[config.mk]
export PLATFORM = sky130hd
export DESIGN_NAME = seq_loop_chain
export DESIGN_NICKNAME = d
export VERILOG_FILES = /design/src/rtl/seq_loop_pkg.sv /design/src/rtl/loop_branch.sv /design/src/rtl/seq_loop_chain.sv
export SDC_FILE = /design/constraint.sdc
export NUM_CORES = 1
export LEC_CHECK = 0
export ABC_CLOCK_PERIOD_IN_PS = 4000
export CAP_MARGIN = 5
export CORE_ASPECT_RATIO = 0.6
export CORE_MARGIN = 10
export CORE_UTILIZATION = 30
export DETAILED_ROUTE_END_ITERATION = 10
export GPL_TIMING_DRIVEN = 0
export MAX_ROUTING_LAYER = met4
export SLEW_MARGIN = 0
export SYNTH_ARGS = -nofsm -noshare
export SYNTH_HDL_FRONTEND = slang
export SYNTH_SLANG_ARGS = --single-unit
[constraint.sdc]
create_clock -name clk -period 4 [get_ports clk]
set_clock_uncertainty 0.1 [all_clocks]
set_input_delay 0.4 -clock clk [delete_from_list [all_inputs] [get_ports clk]]
set_output_delay 0.4 -clock clk [all_outputs]
set_load 0.05 [all_outputs]
[src/rtl/seq_loop_pkg.sv]
// Shared types and helpers for the register-broken AND/NAND loop chain.
// Holds the FSM state encoding, the branch tap placement and the window counter width.
package seq_loop_pkg;

    typedef enum logic [1:0] {
        IDLE = 2'd0,
        RUN  = 2'd1,
        DONE = 2'd2
    } state_e;

    localparam int WIN_DEF = 16;
    localparam int WCNT_W  = $clog2(WIN_DEF);

    // Branches tap the main chain at evenly spaced points, never the last stage.
    function automatic int tap_idx(input int b, input int depth, input int branches);
        return ((b + 1) * depth) / (branches + 1);
    endfunction

    function automatic int wcnt_width(input int win);
        return (win > 2) ? $clog2(win) : 1;
    endfunction

endpackage

[src/rtl/loop_branch.sv]
// N-stage AND chain with every stage exposed, closed by an output NAND.
// Used for the side branches and, with N=DEPTH-1, for the tail of the main chain.
module loop_branch #(
    parameter int N = 3
) (
    input  logic         a,
    input  logic [N-1:0] en,
    output logic [N-1:0] stg,
    output logic         y
);

    // Ripple the input through the enables, recording every stage.
    always_comb begin
        logic acc_s;
        stg   = '0;
        acc_s = a;
        for (int i = 0; i < N; i++) begin
            acc_s  = acc_s & en[i];
            stg[i] = acc_s;
        end
    end

    assign y = ~stg[N-1];

endmodule

[src/rtl/seq_loop_chain.sv]
// AND chain closed through a NAND and a single flop, with side branches feeding the loop node.
// A small FSM runs the loop for WIN updates, counting toggles and judging oscillation.
module seq_loop_chain
    import seq_loop_pkg::*;
#(
    parameter int   DEPTH    = 8,
    parameter int   BRANCHES = 2,
    parameter int   BR_DEPTH = 3,
    parameter int   WIN      = 16,
    parameter int   CNT_W    = 8,
    parameter logic INIT     = 1'b0
) (
    input  logic                         clk,
    input  logic                         rst_n,
    input  logic                         start,
    input  logic [DEPTH-1:0]             pin,
    input  logic [BRANCHES*BR_DEPTH-1:0] bpin,
    output logic                         loop_q,
    output logic [CNT_W-1:0]             toggle_cnt,
    output logic                         busy,
    output logic                         done,
    output logic                         oscillating
);

    localparam int WC_W = wcnt_width(WIN);

    state_e                           state_r;
    state_e                           state_nx_s;
    logic   [WC_W-1:0]                wcnt_r;
    logic   [DEPTH-1:0]               s_s;
    logic   [DEPTH-2:0]               main_stg_s;
    logic                             m_s;
    logic   [BRANCHES-1:0]            br_s;
    logic   [BRANCHES*BR_DEPTH-1:0]   br_stg_s;
    logic                             q_next_s;
    logic                             toggle_s;
    logic                             last_s;
    logic                             stg_unused_s;

    assign s_s[0] = loop_q & pin[0];

    loop_branch #(.N(DEPTH-1)) u_main (
        .a   (s_s[0]),
        .en  (pin[DEPTH-1:1]),
        .stg (main_stg_s),
        .y   (m_s)
    );

    assign s_s[DEPTH-1:1] = main_stg_s;

    for (genvar b = 0; b < BRANCHES; b++) begin : g_br
        localparam int TAP = tap_idx(b, DEPTH, BRANCHES);
        loop_branch #(.N(BR_DEPTH)) u_br (
            .a   (s_s[TAP]),
            .en  (bpin[b*BR_DEPTH +: BR_DEPTH]),
            .stg (br_stg_s[b*BR_DEPTH +: BR_DEPTH]),
            .y   (br_s[b])
        );
    end

    // Intermediate stages only matter through taps and outputs.
    assign stg_unused_s = ^{s_s, br_stg_s};

    assign q_next_s = m_s & (&br_s);
    assign toggle_s = q_next_s != loop_q;
    assign last_s   = wcnt_r == WC_W'(WIN - 1);

    // State register.
    always_ff @(posedge clk or negedge rst_n) begin
        if (!rst_n) begin
            state_r <= IDLE;
        end else begin
            state_r <= state_nx_s;
        end
    end

    // Next-state logic; start is only honoured from IDLE.
    always_comb begin
        state_nx_s = state_r;
        case (state_r)
            IDLE: begin
                if (start) begin
                    state_nx_s = RUN;
                end else begin
                    state_nx_s = IDLE;
                end
            end
            RUN: begin
                if (last_s) begin
                    state_nx_s = DONE;
                end else begin
                    state_nx_s = RUN;
                end
            end
            DONE:    state_nx_s = IDLE;
            default: state_nx_s = IDLE;
        endcase
    end

    // Loop node, window counter, toggle count and registered status outputs.
    always_ff @(posedge clk or negedge rst_n) begin
        if (!rst_n) begin
            loop_q      <= INIT;
            toggle_cnt  <= '0;
            wcnt_r      <= '0;
            busy        <= 1'b0;
            done        <= 1'b0;
            oscillating <= 1'b0;
        end else begin
            case (state_r)
                IDLE: begin
                    done <= 1'b0;
                    if (start) begin
                        loop_q      <= INIT;
                        toggle_cnt  <= '0;
                        wcnt_r      <= '0;
                        oscillating <= 1'b0;
                        busy        <= 1'b1;
                    end
                end
                RUN: begin
                    loop_q <= q_next_s;
                    wcnt_r <= wcnt_r + WC_W'(1);
                    if (toggle_s && (toggle_cnt != {CNT_W{1'b1}})) begin
                        toggle_cnt <= toggle_cnt + CNT_W'(1);
                    end
                    if (last_s) begin
                        busy        <= 1'b0;
                        done        <= 1'b1;
                        oscillating <= toggle_s;
                    end
                end
                DONE: begin
                    done <= 1'b0;
                end
                default: begin
                    busy <= 1'b0;
                    done <= 1'b0;
                end
            endcase
        end
    end

endmodule

==> metrics.yaml <==
path_clk_slew_ns: 0.06
avgViaCountPerCell: 4.77
whs_ns: 0.385
synthTopCellsByArea: "dfrtp_1 50%, nand3_1 7.8%, nand2_1 4.6%"
crit_chain: "clkdlybuf4s50_1"
maxCapViolCount: 0
first_iter_violations: 47
cts_buffers: 3
syn2layout_area_growth_pct: 41.7
ys_seq_area_share_pct: 50.2
max_freq_mhz: 494
finalCriticalPeriod_ns: 2.02
dp_hpwl_um: 1850
slowest_delay_ns: 0.84
synthArstFlopShare_pct: 100
drive_gt1_share_pct: 8.00
slew_headroom_pct: 44.8
cts.sinks: 18
critPathBufInv: 1
grt_max_degree: 19
maxSlewViolCount: 0
worstPathArrival_ns: 1.52
yosysTopAreaCell: "dfrtp_1"
grt_busiest_layer: "met1"
antenna_found_initial: 0
dp.cells: 164
grt-ovfl-total: 0
synth_seq_cells: 18
num_vias: 797
cts_tree: "done"
cp.required_ns: 3.50
nets: 146
core_um2: 2870
io_pins: 29
cts.htree.levels: 1
die_y_um: 62.4
critical_path.endpoint_type: "output pin"
syn-num-nets: 113
die_area_um2: 5650
antenna-diode-count: 0
finalSetupViolCount: 0
crit_fanout: 6
cts-resized-gates: 0
synth_common_cells: "18 x dfrtp_1, 14 x nand3_1, 11 x nand2_1"
leakage_nw: 0.509
power_density_nw_per_um2: 520
worst_setup_path_start_kind: "register"
run_status: "finished, final reports clean"
synth_most_common_cell: "dfrtp_1"
grt_pass1_wl_um: 3800
setup_ws_ns: 1.98
ant_nets: 0
place_ws_ns: 1.91
clock_latency_ns: 0.25
wl_per_cell_um: 13.9
routed_wl_um: 2320
hold_path_class: "reg -> reg"
syn_area_per_cell_um2: 9.54
cts_buffer_depth: 2
final_cell_count_no_fill: 167
syn_area_um2: 897
initial_utilization_pct: 31.2
synth_edf_count: 0
use_met2_pct: 11.3
die_width_um: 90.6
final_hold_viol_count: 0
globalRouteMet3Util_pct: 3.24
post-cts-setup-buffers: 0
row_count: 15
grt_usage_pct: 8.38
yosysWarnings: 0
numPortBuffers: 28
gp_congestion: 0.760
synth.distinct_cells: 30
critPathTopFamily: "buffers and inverters"
grt_pass1_vias: 759
yosysTopAreaCellShare_pct: 50.2
period_share_pct: 50.6
ctsHoldBuffers: 0
worstMarginPinSlew_ns: 0.826
slowest_stage: "clkdlybuf4s50_1"
cts-root-buf: "clkbuf_8"
synthCells: 94
path_class: "reg -> out"
ys.flop_type: "dfrtp_1"
drc: 0
finalSetupTns_ns: 0
use_met1_pct: 11.6
dr.pass1.iters: 4
rsz0062_at_grt: "no"
vdd_drop_max_uv: 332
## worst paths after layout
kind / startpoint / to / slack [ns] / cells after the start
max: toggle_cnt[5] / toggle_cnt[5] / 1.98 / 1
min: wcnt_r[3] / wcnt_r[3] / 0.38 / 1
max reg2reg: toggle_cnt[0] / toggle_cnt[4] / 2.20 / 7
min reg2reg: wcnt_r[3] / wcnt_r[3] / 0.38 / 1
max in group asynchronous: rst_n / loop_q / 2.76 / 1
min in group asynchronous: rst_n / toggle_cnt[3] / 0.52 / 1
## where the power goes
part | internal, mW | total [mW] | leakage (nW) | switching, mW
combinational | 0.104 | 0.271 | 0.263 | 0.167
sequential | 0.226 | 0.266 | 0.225 | 0.0392
clock | 0.0668 | 0.124 | 0.0216 | 0.0575
total | 0.397 | 0.661 | 0.509 | 0.263
## area by class of cell
cell class                      count  area, µm²
Timing Repair Buffer               28        280
Sequential cell                    18        450
Fill cell                         289       1600
Inverter                            4       15.0
Buffer                              3       22.5
Multi-Input combinational cell     69        409
Tap cell                           42       52.6
Clock buffer                        3       41.3
## per-layer routing
metal  routed length (µm)  vias up  part of all wire (%)
li1                     -      411                     -
met1                 1240      364                    53
met2                  954       20                    41
met3                  121        2                   5.2
met4                    6        0                  0.26
met5                    0        -                     0
## stage by stage
| step | power [mW] | util [%] | area (µm²) |
|---|---|---|---|
| 3_3_place_gp | 0.535 | 42.8 | 1230 |
| 2_1_floorplan | 0.446 | - | 897 |
| 4_1_cts | 0.669 | 44.3 | 1270 |
| 5_1_grt | 0.712 | 44.3 | 1270 |
| 3_5_place_dp | 0.542 | 42.8 | 1230 |
| 6_report | 0.661 | 44.3 | 1270 |
## cell usage in the layout, fill, tap and decap left out, drive strengths merged, types with 2 or more instances in the layout
cell / n
a21oi: 3
buf: 2
clkbuf: 4
clkdlybuf4s50: 28
dfrtp: 18
ha: 2
inv: 4
nand2: 11
nand3: 15
nor2: 5
nor4: 2
o211ai: 3
o21ai: 11
o31a: 2
o31ai: 3
## cells by family (layout without fill, tap and decap cells)
| logic type | after synthesis | count (layout) | share of synthesized area [%] |
|---|---|---|---|
| compound gates | 26 | 26 | 19.1 |
| buf+inv | 7 | 38 | 4.18 |
| simple gates | 41 | 41 | 23.7 |
| flops | 18 | 18 | 50.2 |
| fa+ha+maj | 2 | 2 | 2.79 |
## sequential cells by signal, summed over array words and instances, names as in the netlist
signal       count
toggle_cnt       8
wcnt_r           4
loop_q           1
busy             1
state_r          2
oscillating      1
done             1
Note: power is estimated with default switching activity, not from simulation.
